`config.mk`:
```
export PLATFORM = sky130hd
export DESIGN_NAME = gelu_vec_sequencer_flat
export DESIGN_NICKNAME = d
export VERILOG_FILES = /design/src/rtl/gelu_pkg.sv /design/src/rtl/gelu_vec_sequencer_if.sv /design/src/rtl/gelu_seq_fifo.sv /design/src/rtl/gelu_vec_sequencer.sv /design/src/flat_wrapper.sv
export SDC_FILE = /design/constraint.sdc
export NUM_CORES = 1
export LEC_CHECK = 0
export CAP_MARGIN = 30
export CORE_ASPECT_RATIO = 1.5
export CORE_MARGIN = 1.5
export CORE_UTILIZATION = 30
export DETAILED_ROUTE_END_ITERATION = 6
export DONT_BUFFER_PORTS = 1
export MAX_ROUTING_LAYER = met4
export PLACE_DENSITY = 0.42
export SYNTH_ARGS = -nofsm -noshare
export SYNTH_HDL_FRONTEND = slang
export SYNTH_SLANG_ARGS = --single-unit
```
`constraint.sdc`:
```
create_clock -name clk -period 2.9 [get_ports clk]
set_clock_uncertainty 0.1 [all_clocks]
set_input_delay 0.58 -clock clk [delete_from_list [all_inputs] [get_ports clk]]
set_output_delay 0.58 -clock clk [all_outputs]
set_load 0.05 [all_outputs]
```
`src/rtl/gelu_pkg.sv`:
```
// Shared constants and types for the GELU vector sequencer slice.
// Q6.10 fixed-point format and LUT range used by the GELU unit.
package gelu_pkg;

  localparam int DATA_WIDTH = 16;
  localparam int FRAC_BITS  = 10;

  localparam logic signed [15:0] LUT_MIN  = -16'sh1000;
  localparam logic signed [15:0] LUT_STEP = 16'sd128;

  typedef enum logic [1:0] {
    IDLE,
    RUN,
    DONE
  } seq_state_t;

endpackage

```
`src/rtl/gelu_vec_sequencer_if.sv`:
```
// Bus bundle between the sequencer and the source SRAM,
// the GELU unit and the destination SRAM write port.
interface gelu_vec_sequencer_if #(
  parameter int DATA_WIDTH = 16,
  parameter int ADDR_W     = 8
);

  logic                  rd_en;
  logic [ADDR_W-1:0]     rd_addr;
  logic [DATA_WIDTH-1:0] rd_data;
  logic [DATA_WIDTH-1:0] gelu_x;
  logic                  gelu_valid_in;
  logic [DATA_WIDTH-1:0] gelu_y;
  logic                  gelu_valid_out;
  logic                  gelu_oor;
  logic                  wr_en;
  logic                  wr_ready;
  logic [ADDR_W-1:0]     wr_addr;
  logic [DATA_WIDTH-1:0] wr_data;

  modport master (
    output rd_en, rd_addr,
    input  rd_data,
    output gelu_x, gelu_valid_in,
    input  gelu_y, gelu_valid_out, gelu_oor,
    output wr_en, wr_addr, wr_data,
    input  wr_ready
  );

  modport slave (
    input  rd_en, rd_addr,
    output rd_data,
    input  gelu_x, gelu_valid_in,
    output gelu_y, gelu_valid_out, gelu_oor,
    input  wr_en, wr_addr, wr_data,
    output wr_ready
  );

endinterface

```
`src/rtl/gelu_seq_fifo.sv`:
```
// Result FIFO between the non-stallable GELU output and the write port.
// Head is visible combinationally; count drives the issue credits.
module gelu_seq_fifo #(
  parameter  int DATA_WIDTH = 16,
  parameter  int FIFO_DEPTH = 4,
  localparam int AW = (FIFO_DEPTH > 1) ? $clog2(FIFO_DEPTH) : 1,
  localparam int CW = $clog2(FIFO_DEPTH + 1)
) (
  input  logic                  clk,
  input  logic                  rst_n,
  input  logic                  push,
  input  logic [DATA_WIDTH-1:0] push_data,
  input  logic                  pop,
  output logic [DATA_WIDTH-1:0] pop_data,
  output logic [CW-1:0]         count,
  output logic                  full,
  output logic                  empty
);

  logic [DATA_WIDTH-1:0] mem [FIFO_DEPTH];
  logic [AW-1:0]         wp;
  logic [AW-1:0]         rp;
  logic                  do_push;
  logic                  do_pop;

  function automatic logic [AW-1:0] nxt(input logic [AW-1:0] p);
    return (p == AW'(FIFO_DEPTH - 1)) ? '0 : p + 1'b1;
  endfunction

  assign full     = (count == CW'(FIFO_DEPTH));
  assign empty    = (count == '0);
  assign do_pop   = pop & ~empty;
  assign do_push  = push & (~full | do_pop);
  assign pop_data = mem[rp];

  // storage array, no reset needed
  always_ff @(posedge clk) begin
    if (do_push) mem[wp] <= push_data;
  end

  // pointers and occupancy
  always_ff @(posedge clk) begin
    if (!rst_n) begin
      wp    <= '0;
      rp    <= '0;
      count <= '0;
    end else begin
      if (do_push) wp <= nxt(wp);
      if (do_pop)  rp <= nxt(rp);
      count <= count + CW'(do_push) - CW'(do_pop);
    end
  end

endmodule

```
`src/rtl/gelu_vec_sequencer.sv`:
```
// Streams one vector src SRAM -> GELU unit -> FIFO -> dst SRAM.
// GELU_SEQ_OOR_CNT_EN adds the oor_count output.
module gelu_vec_sequencer #(
  parameter int DATA_WIDTH = 16,
  parameter int ADDR_W     = 8,
  parameter int LEN_W      = 9,
  parameter int GELU_LAT   = 1,
  parameter int FIFO_DEPTH = 4
) (
  input  logic              clk,
  input  logic              rst_n,
  input  logic              start,
  input  logic [ADDR_W-1:0] src_base,
  input  logic [ADDR_W-1:0] dst_base,
  input  logic [LEN_W-1:0]  length,
  output logic              busy,
  output logic              done,
  gelu_vec_sequencer_if.master bus
`ifdef GELU_SEQ_OOR_CNT_EN
  ,
  output logic [LEN_W-1:0]  oor_count
`endif
);

  import gelu_pkg::*;

  localparam int FCW = $clog2(FIFO_DEPTH + 1);
  localparam int IW  = $clog2(GELU_LAT + 2);

  seq_state_t            state;
  seq_state_t            state_nx;
  logic [ADDR_W-1:0]     src_q;
  logic [ADDR_W-1:0]     dst_q;
  logic [LEN_W-1:0]      len_q;
  logic [LEN_W-1:0]      issued;
  logic [LEN_W-1:0]      written;
  logic [IW-1:0]         inflight;
  logic                  gvi;
  logic                  run;
  logic                  go;
  logic                  push;
  logic                  accept;
  logic                  last_wr;
  logic                  can_issue;
  logic [DATA_WIDTH-1:0] head;
  logic [FCW-1:0]        fcount;
  logic                  ffull;
  logic                  fempty;

  assign run       = (state == RUN);
  assign go        = (state == IDLE) & start;
  assign push      = run & bus.gelu_valid_out;
  assign can_issue = (int'(fcount) + int'(inflight)) < FIFO_DEPTH;
  assign accept    = run & bus.wr_en & bus.wr_ready;
  assign last_wr   = accept & ((written + LEN_W'(1)) == len_q);

  assign bus.rd_en         = run & (issued < len_q) & can_issue;
  assign bus.rd_addr       = src_q + ADDR_W'(issued);
  assign bus.gelu_valid_in = gvi;
  assign bus.gelu_x        = gvi ? bus.rd_data : '0;
  assign bus.wr_en         = ~fempty;
  assign bus.wr_data       = fempty ? '0 : head;
  assign bus.wr_addr       = dst_q + ADDR_W'(written);

  assign busy = (state != IDLE);
  assign done = (state == DONE);

  gelu_seq_fifo #(
    .DATA_WIDTH (DATA_WIDTH),
    .FIFO_DEPTH (FIFO_DEPTH)
  ) u_fifo (
    .clk       (clk),
    .rst_n     (rst_n),
    .push      (push),
    .push_data (bus.gelu_y),
    .pop       (accept),
    .pop_data  (head),
    .count     (fcount),
    .full      (ffull),
    .empty     (fempty)
  );

  // state register
  always_ff @(posedge clk) begin
    if (!rst_n) state <= IDLE;
    else        state <= state_nx;
  end

  // next state: finish on the last accepted write
  always_comb begin
    state_nx = state;
    unique case (state)
      IDLE: if (start) state_nx = (length == '0) ? DONE : RUN;
      RUN:  if (last_wr) state_nx = DONE;
      DONE: state_nx = IDLE;
      default: state_nx = IDLE;
    endcase
  end

  // vector context, progress counters and credit tracking
  always_ff @(posedge clk) begin
    if (!rst_n) begin
      src_q    <= '0;
      dst_q    <= '0;
      len_q    <= '0;
      issued   <= '0;
      written  <= '0;
      inflight <= '0;
      gvi      <= 1'b0;
    end else begin
      gvi <= bus.rd_en;
      if (go) begin
        src_q    <= src_base;
        dst_q    <= dst_base;
        len_q    <= length;
        issued   <= '0;
        written  <= '0;
        inflight <= '0;
      end else begin
        if (bus.rd_en) issued <= issued + 1'b1;
        if (accept) written <= written + 1'b1;
        inflight <= inflight + IW'(bus.rd_en) - IW'(push);
      end
    end
  end

`ifdef GELU_SEQ_OOR_CNT_EN
  // saturating count of out-of-range results in the current vector
  always_ff @(posedge clk) begin
    if (!rst_n) begin
      oor_count <= '0;
    end else if (go) begin
      oor_count <= '0;
    end else if (push & bus.gelu_oor & ~&oor_count) begin
      oor_count <= oor_count + 1'b1;
    end
  end
`endif

endmodule
```
`src/flat_wrapper.sv`:
```
// flat-port wrapper written by rule: the top's interface ports become plain ports
module gelu_vec_sequencer_flat import gelu_pkg::*;
#(
  parameter int DATA_WIDTH = 16,
  parameter int ADDR_W     = 8,
  parameter int LEN_W      = 9,
  parameter int GELU_LAT   = 1,
  parameter int FIFO_DEPTH = 4
)
  (clk, rst_n, start, src_base, dst_base, length, busy, done, bus_rd_en, bus_rd_addr, bus_rd_data, bus_gelu_x, bus_gelu_valid_in, bus_gelu_y, bus_gelu_valid_out, bus_gelu_oor, bus_wr_en, bus_wr_addr, bus_wr_data, bus_wr_ready);
  gelu_vec_sequencer_if #(.DATA_WIDTH(DATA_WIDTH), .ADDR_W(ADDR_W)) bus_i ();
  input  logic clk;
  input  logic rst_n;
  input  logic start;
  input  logic [ADDR_W-1:0] src_base;
  input  logic [ADDR_W-1:0] dst_base;
  input  logic [LEN_W-1:0] length;
  output logic busy;
  output logic done;
  output wire logic [$bits(bus_i.rd_en)-1:0] bus_rd_en;
  output wire logic [$bits(bus_i.rd_addr)-1:0] bus_rd_addr;
  input wire logic [$bits(bus_i.rd_data)-1:0] bus_rd_data;
  output wire logic [$bits(bus_i.gelu_x)-1:0] bus_gelu_x;
  output wire logic [$bits(bus_i.gelu_valid_in)-1:0] bus_gelu_valid_in;
  input wire logic [$bits(bus_i.gelu_y)-1:0] bus_gelu_y;
  input wire logic [$bits(bus_i.gelu_valid_out)-1:0] bus_gelu_valid_out;
  input wire logic [$bits(bus_i.gelu_oor)-1:0] bus_gelu_oor;
  output wire logic [$bits(bus_i.wr_en)-1:0] bus_wr_en;
  output wire logic [$bits(bus_i.wr_addr)-1:0] bus_wr_addr;
  output wire logic [$bits(bus_i.wr_data)-1:0] bus_wr_data;
  input wire logic [$bits(bus_i.wr_ready)-1:0] bus_wr_ready;
  assign bus_rd_en = bus_i.rd_en;
  assign bus_rd_addr = bus_i.rd_addr;
  assign bus_i.rd_data = bus_rd_data;
  assign bus_gelu_x = bus_i.gelu_x;
  assign bus_gelu_valid_in = bus_i.gelu_valid_in;
  assign bus_i.gelu_y = bus_gelu_y;
  assign bus_i.gelu_valid_out = bus_gelu_valid_out;
  assign bus_i.gelu_oor = bus_gelu_oor;
  assign bus_wr_en = bus_i.wr_en;
  assign bus_wr_addr = bus_i.wr_addr;
  assign bus_wr_data = bus_i.wr_data;
  assign bus_i.wr_ready = bus_wr_ready;
  gelu_vec_sequencer #(.DATA_WIDTH(DATA_WIDTH), .ADDR_W(ADDR_W), .LEN_W(LEN_W), .GELU_LAT(GELU_LAT), .FIFO_DEPTH(FIFO_DEPTH)) u_core (.clk(clk), .rst_n(rst_n), .start(start), .src_base(src_base), .dst_base(dst_base), .length(length), .busy(busy), .done(done), .bus(bus_i));
endmodule
```
==> results.rst <==
.. list-table::
   :header-rows: 1

   * - Metric
     - Value
   * - Worst slack, placed
     - 0.152 ns
   * - Clock group share of total power
     - 45.7%
   * - Req. time, crit path
     - 2.22 ns
   * - Pleak
     - 2.72 nW
   * - Via count of the first global-routing pass
     - 4,263
   * - Worst Tran Pin Value
     - 0.751 ns
   * - Predominant post-synthesis flop cell
     - sky130_fd_sc_hd__edfxtp_1
   * - Max cap viols
     - 0
   * - Global-route wire length before repair
     - 21,500 um
   * - Growth of design area from synthesis to finish
     - 24.4%
   * - Number of endpoints failing setup at the final stage
     - 0
   * - Net switching power
     - 0.00145 W
   * - Height of the die
     - 174 um
   * - Core utilization of the finished layout
     - 38.0%
   * - Detailed-route wire length
     - 13,300 um
   * - Filler Cell Count
     - 1,932
   * - Antenna violations before repair
     - 0
   * - Post-detailed-route DRC marker count
     - 0
   * - Number of buffers added on ports
     - 0
   * - Share of synthesized flip-flops with an asynchronous set or reset
     - 0%
   * - Leading cell type in the layout, fill and taps excluded
     - sky130_fd_sc_hd__nand2_1
   * - Nets
     - 675
   * - Kind of critical path
     - reg2out
   * - Setup repair after global routing missed its margin
     - true
   * - Clk slew on worst S/H paths
     - 0.06 ns
   * - Number of flops mapped to enable cells by yosys
     - 64
   * - Worst Hold Slack
     - 0.158 ns
   * - Final Cycle Share
     - 99.3%
   * - CP delay by family, top
     - adder cells
   * - Part of the power in combinational logic
     - 16.7%
   * - Endpoint type of the worst setup path
     - output pin
   * - Setup slack of the critical path after layout
     - 0.0191 ns
   * - Mean cell area of the mapped netlist
     - 11.1 sq um
   * - Simple-gate portion of the synthesized area
     - 16.5%
   * - Total count of hold-check failures in the final report
     - 0
   * - Warnings from Yosys
     - 0
   * - Cell count after synthesis
     - 527
   * - Commonest non-fill, non-tap cells in the layout
     - 71 x sky130_fd_sc_hd__nand2_1, 64 x sky130_fd_sc_hd__edfxtp_1, 47 x sky130_fd_sc_hd__dfxtp_1
   * - Internal power of the cells
     - 0.00361 W
   * - Final HPWL DP
     - 9400 um
   * - 1st-pass router iterations
     - 4
   * - Pin count of the biggest net entering global routing
     - 28
   * - TritonCTS buffer count
     - 17
   * - H-tree lvl count
     - 4
   * - Max-slew headroom
     - 49.8%
   * - Register area share after synthesis
     - 52.4%
   * - Largest family of logic cells by synthesized area
     - simple AND/OR/NAND/NOR gates
   * - Floorplan die area
     - 0.0204 sq mm
   * - Number of standard-cell rows in the floorplan
     - 62
   * - Antenna-violating nets left
     - 0
   * - Maximum buffer depth of the clock tree
     - 2
   * - Complex-gate fraction of the synthesized area
     - 6.95%
   * - Max VDD drop
     - 0.286 mV
   * - Worst skew pair latency
     - 0.41 ns
   * - Adder-Cell Fraction of Synth Area
     - 8.30%
   * - Antenna cell count
     - 0
   * - Area of the mapped netlist
     - 0.00585 sq mm
   * - DRT iter0 DRCs
     - 82
   * - Root buffer cell
     - sky130_fd_sc_hd__clkbuf_16
   * - Standard cell core area
     - 0.0192 sq mm
   * - Congestion Overflow GR
     - 0
   * - Pwr per Cell Area
     - 695 mW/mm^2
   * - Number of clock sinks
     - 121
   * - Synth Net Count
     - 627
   * - Bufs and invs on worst path
     - 2
   * - Final-report max-slew violation count
     - 0
   * - GPL Wtd Cong
     - 0.777
   * - Multiplexer share of the synthesized area
     - 6.50%
   * - GR Util All Layers
     - 14.4%
   * - Delay of the slowest critical-path stage
     - 0.35 ns
   * - Run status
     - finished clean
   * - Total negative slack for setup checks
     - 0 ns
   * - Startpoint kind of the worst setup timing path
     - register
   * - Die width
     - 117 um
   * - I/O pin count
     - 116
   * - Fmax
     - 0.347 GHz
   * - Hold_buf cts
     - 0
   * - Starting density of the core
     - 30.5%
   * - Slowest stage cell on the critical path
     - sky130_fd_sc_hd__dfxtp_2
   * - Share of power burned in registers
     - 37.6%
   * - Post-Place Cell Area
     - 0.00637 sq mm
   * - Ordered list of cells on the worst path
     - ha_4 > inv_2 > fa_2 > nor2b_2 > o21ai_2 > a21boi_2 > o21a_1 > nor2_2 > xnor2_2 > buf_12
   * - Total of flip-flops plus latches after synthesis
     - 121
   * - Share of the synthesized netlist area taken by xor and xnor gates
     - 6.14%
   * - Unique masters post-synth
     - 45
   * - Net Sw Frac
     - 28.6%
   * - Post-layout min period
     - 2.88 ns
   * - Average via count per standard cell
     - 4.65
   * - Share of cells above drive strength 1
     - 23.6%
   * - Top fanout value on the critical path
     - 2
   * - Layout Cell Area excl Fill
     - 0.00728 sq mm
   * - CTS tree
     - built
   * - Signal arrival time at the worst endpoint
     - 2.20 ns
   * - Kind of path behind the tightest hold check
     - in2reg
   * - Overall via count from detail_route
     - 3,926
   * - Per-cell routed wire length
     - 15.7 um
[flip-flops by register name, indices dropped and copies added (netlist names), named ones only]
name / count
u_core.u_fifo.mem: 64
u_core.issued: 9
u_core.len_q: 9
u_core.written: 9
u_core.dst_q: 8
u_core.src_q: 8
u_core.u_fifo.count: 3
u_core.inflight: 2
u_core.state: 2
u_core.u_fifo.rp: 2
u_core.u_fifo.wp: 2
u_core.bus.gelu_valid_in: 1
[cell usage after synthesis, drive strengths merged (4+ instances only)]
| master | n | area share, % |
|---|---|---|
| ha | 34 | 7.3 |
| o21ai | 9 | 0.83 |
| nor3b | 4 | 0.51 |
| nor2b | 4 | 0.68 |
| buf | 4 | 0.45 |
| nor3 | 8 | 0.77 |
| a21oi | 40 | 3.4 |
| mux4 | 16 | 6.2 |
| xnor2 | 28 | 4.2 |
| and3 | 4 | 0.43 |
| edfxtp | 64 | 33 |
| dfxtp | 57 | 20 |
| inv | 29 | 1.9 |
| clkbuf | 14 | 0.90 |
| nor2 | 38 | 2.4 |
| and2 | 40 | 4.3 |
| nand2 | 72 | 4.7 |
| nand3 | 11 | 0.94 |
| nand4 | 5 | 0.64 |
| xor2 | 13 | 1.9 |
[worst reg2reg max path, stage by stage (launching register included)]
cell and delay [ns]:
sky130_fd_sc_hd__dfxtp_1 0.33, sky130_fd_sc_hd__or3_2 0.51, sky130_fd_sc_hd__nand3_1 0.15, sky130_fd_sc_hd__clkinv_1 0.11, sky130_fd_sc_hd__ha_1 0.27, sky130_fd_sc_hd__inv_1 0.05, sky130_fd_sc_hd__ha_1 0.13, sky130_fd_sc_hd__inv_1 0.04
sky130_fd_sc_hd__fa_1 0.37, sky130_fd_sc_hd__xnor2_1 0.19, sky130_fd_sc_hd__xnor2_1 0.14, sky130_fd_sc_hd__nor2_1 0.06
[final cells by class]
| class | instances | area [sq um] | area share [%] |
|---|---|---|---|
| Clock inverter | 15 | 223 | 3.06 |
| Inverter | 30 | 113 | 1.55 |
| Multi-Input combinational cell | 358 | 2740 | 37.6 |
| Sequential cell | 121 | 3080 | 42.3 |
| Timing Repair Buffer | 47 | 385 | 5.29 |
| Clock buffer | 17 | 425 | 5.84 |
| Tap cell | 256 | 320 | 4.40 |
[power groups by stage]
stage | Combinational [W] | Clock, W | Sequential [W]
finish | 0.000846 | 0.00232 | 0.00190
global route | 0.000921 | 0.00244 | 0.00191
CTS | 0.000854 | 0.00237 | 0.00190
detailed placement | 0.000840 | 0 | 0.00194
global placement | 0.000832 | 0 | 0.00193
floorplan | 0.000697 | 0 | 0.00193
[kinds of logic (layout without fill, tap and decap cells)]
family | after synthesis | after routing
DFF | 121 | 121
xor gates and xnor gates | 41 | 41
buffers and inverters | 48 | 109
and+or+nand+nor | 195 | 195
adders and majority gates | 37 | 37
muxes | 18 | 18
AOI/OAI and AO/OA | 67 | 67
[stage by stage]
stage	cells	total power (W)
6_report	844	0.00506
5_1_grt	844	0.00527
4_1_cts	840	0.00513
3_5_place_dp	797	0.00278
3_3_place_gp	797	0.00277
2_1_floorplan	527	0.00263
[worst paths after layout]
kind	from	cells past startpoint	end	slack [ns]
worst max register to register	u_core.u_fifo.count[2]$_SDFF_PN0_	11	u_core.u_fifo.count[2]$_SDFF_PN0_	0.33
worst min register to register	u_core.src_q[4]$_SDFFE_PN0P_	2	u_core.src_q[4]$_SDFFE_PN0P_	0.36
worst max-delay path	u_core.issued[0]$_SDFFE_PP0P_	10	bus_rd_addr[6]	0.02
worst min-delay path	bus_gelu_y[0]	0	u_core.u_fifo.mem[0][0]$_DFFE_PP_	0.16
[timing repair]
item	CTS	global route
endpoints found under the setup margin	7	7
gates resized for setup	31	16
setup buffers	11	6
pin swaps	14	10
[routing by layer]
layer	up-vias	wire [um]	track usage, %
met5	-	0	-
met4	0	184	4.97
met3	13	687	3.94
met2	92	7420	26.3
met1	1879	4970	14.5
li1	1942	-	-
(Power assumes the default switching activity.)
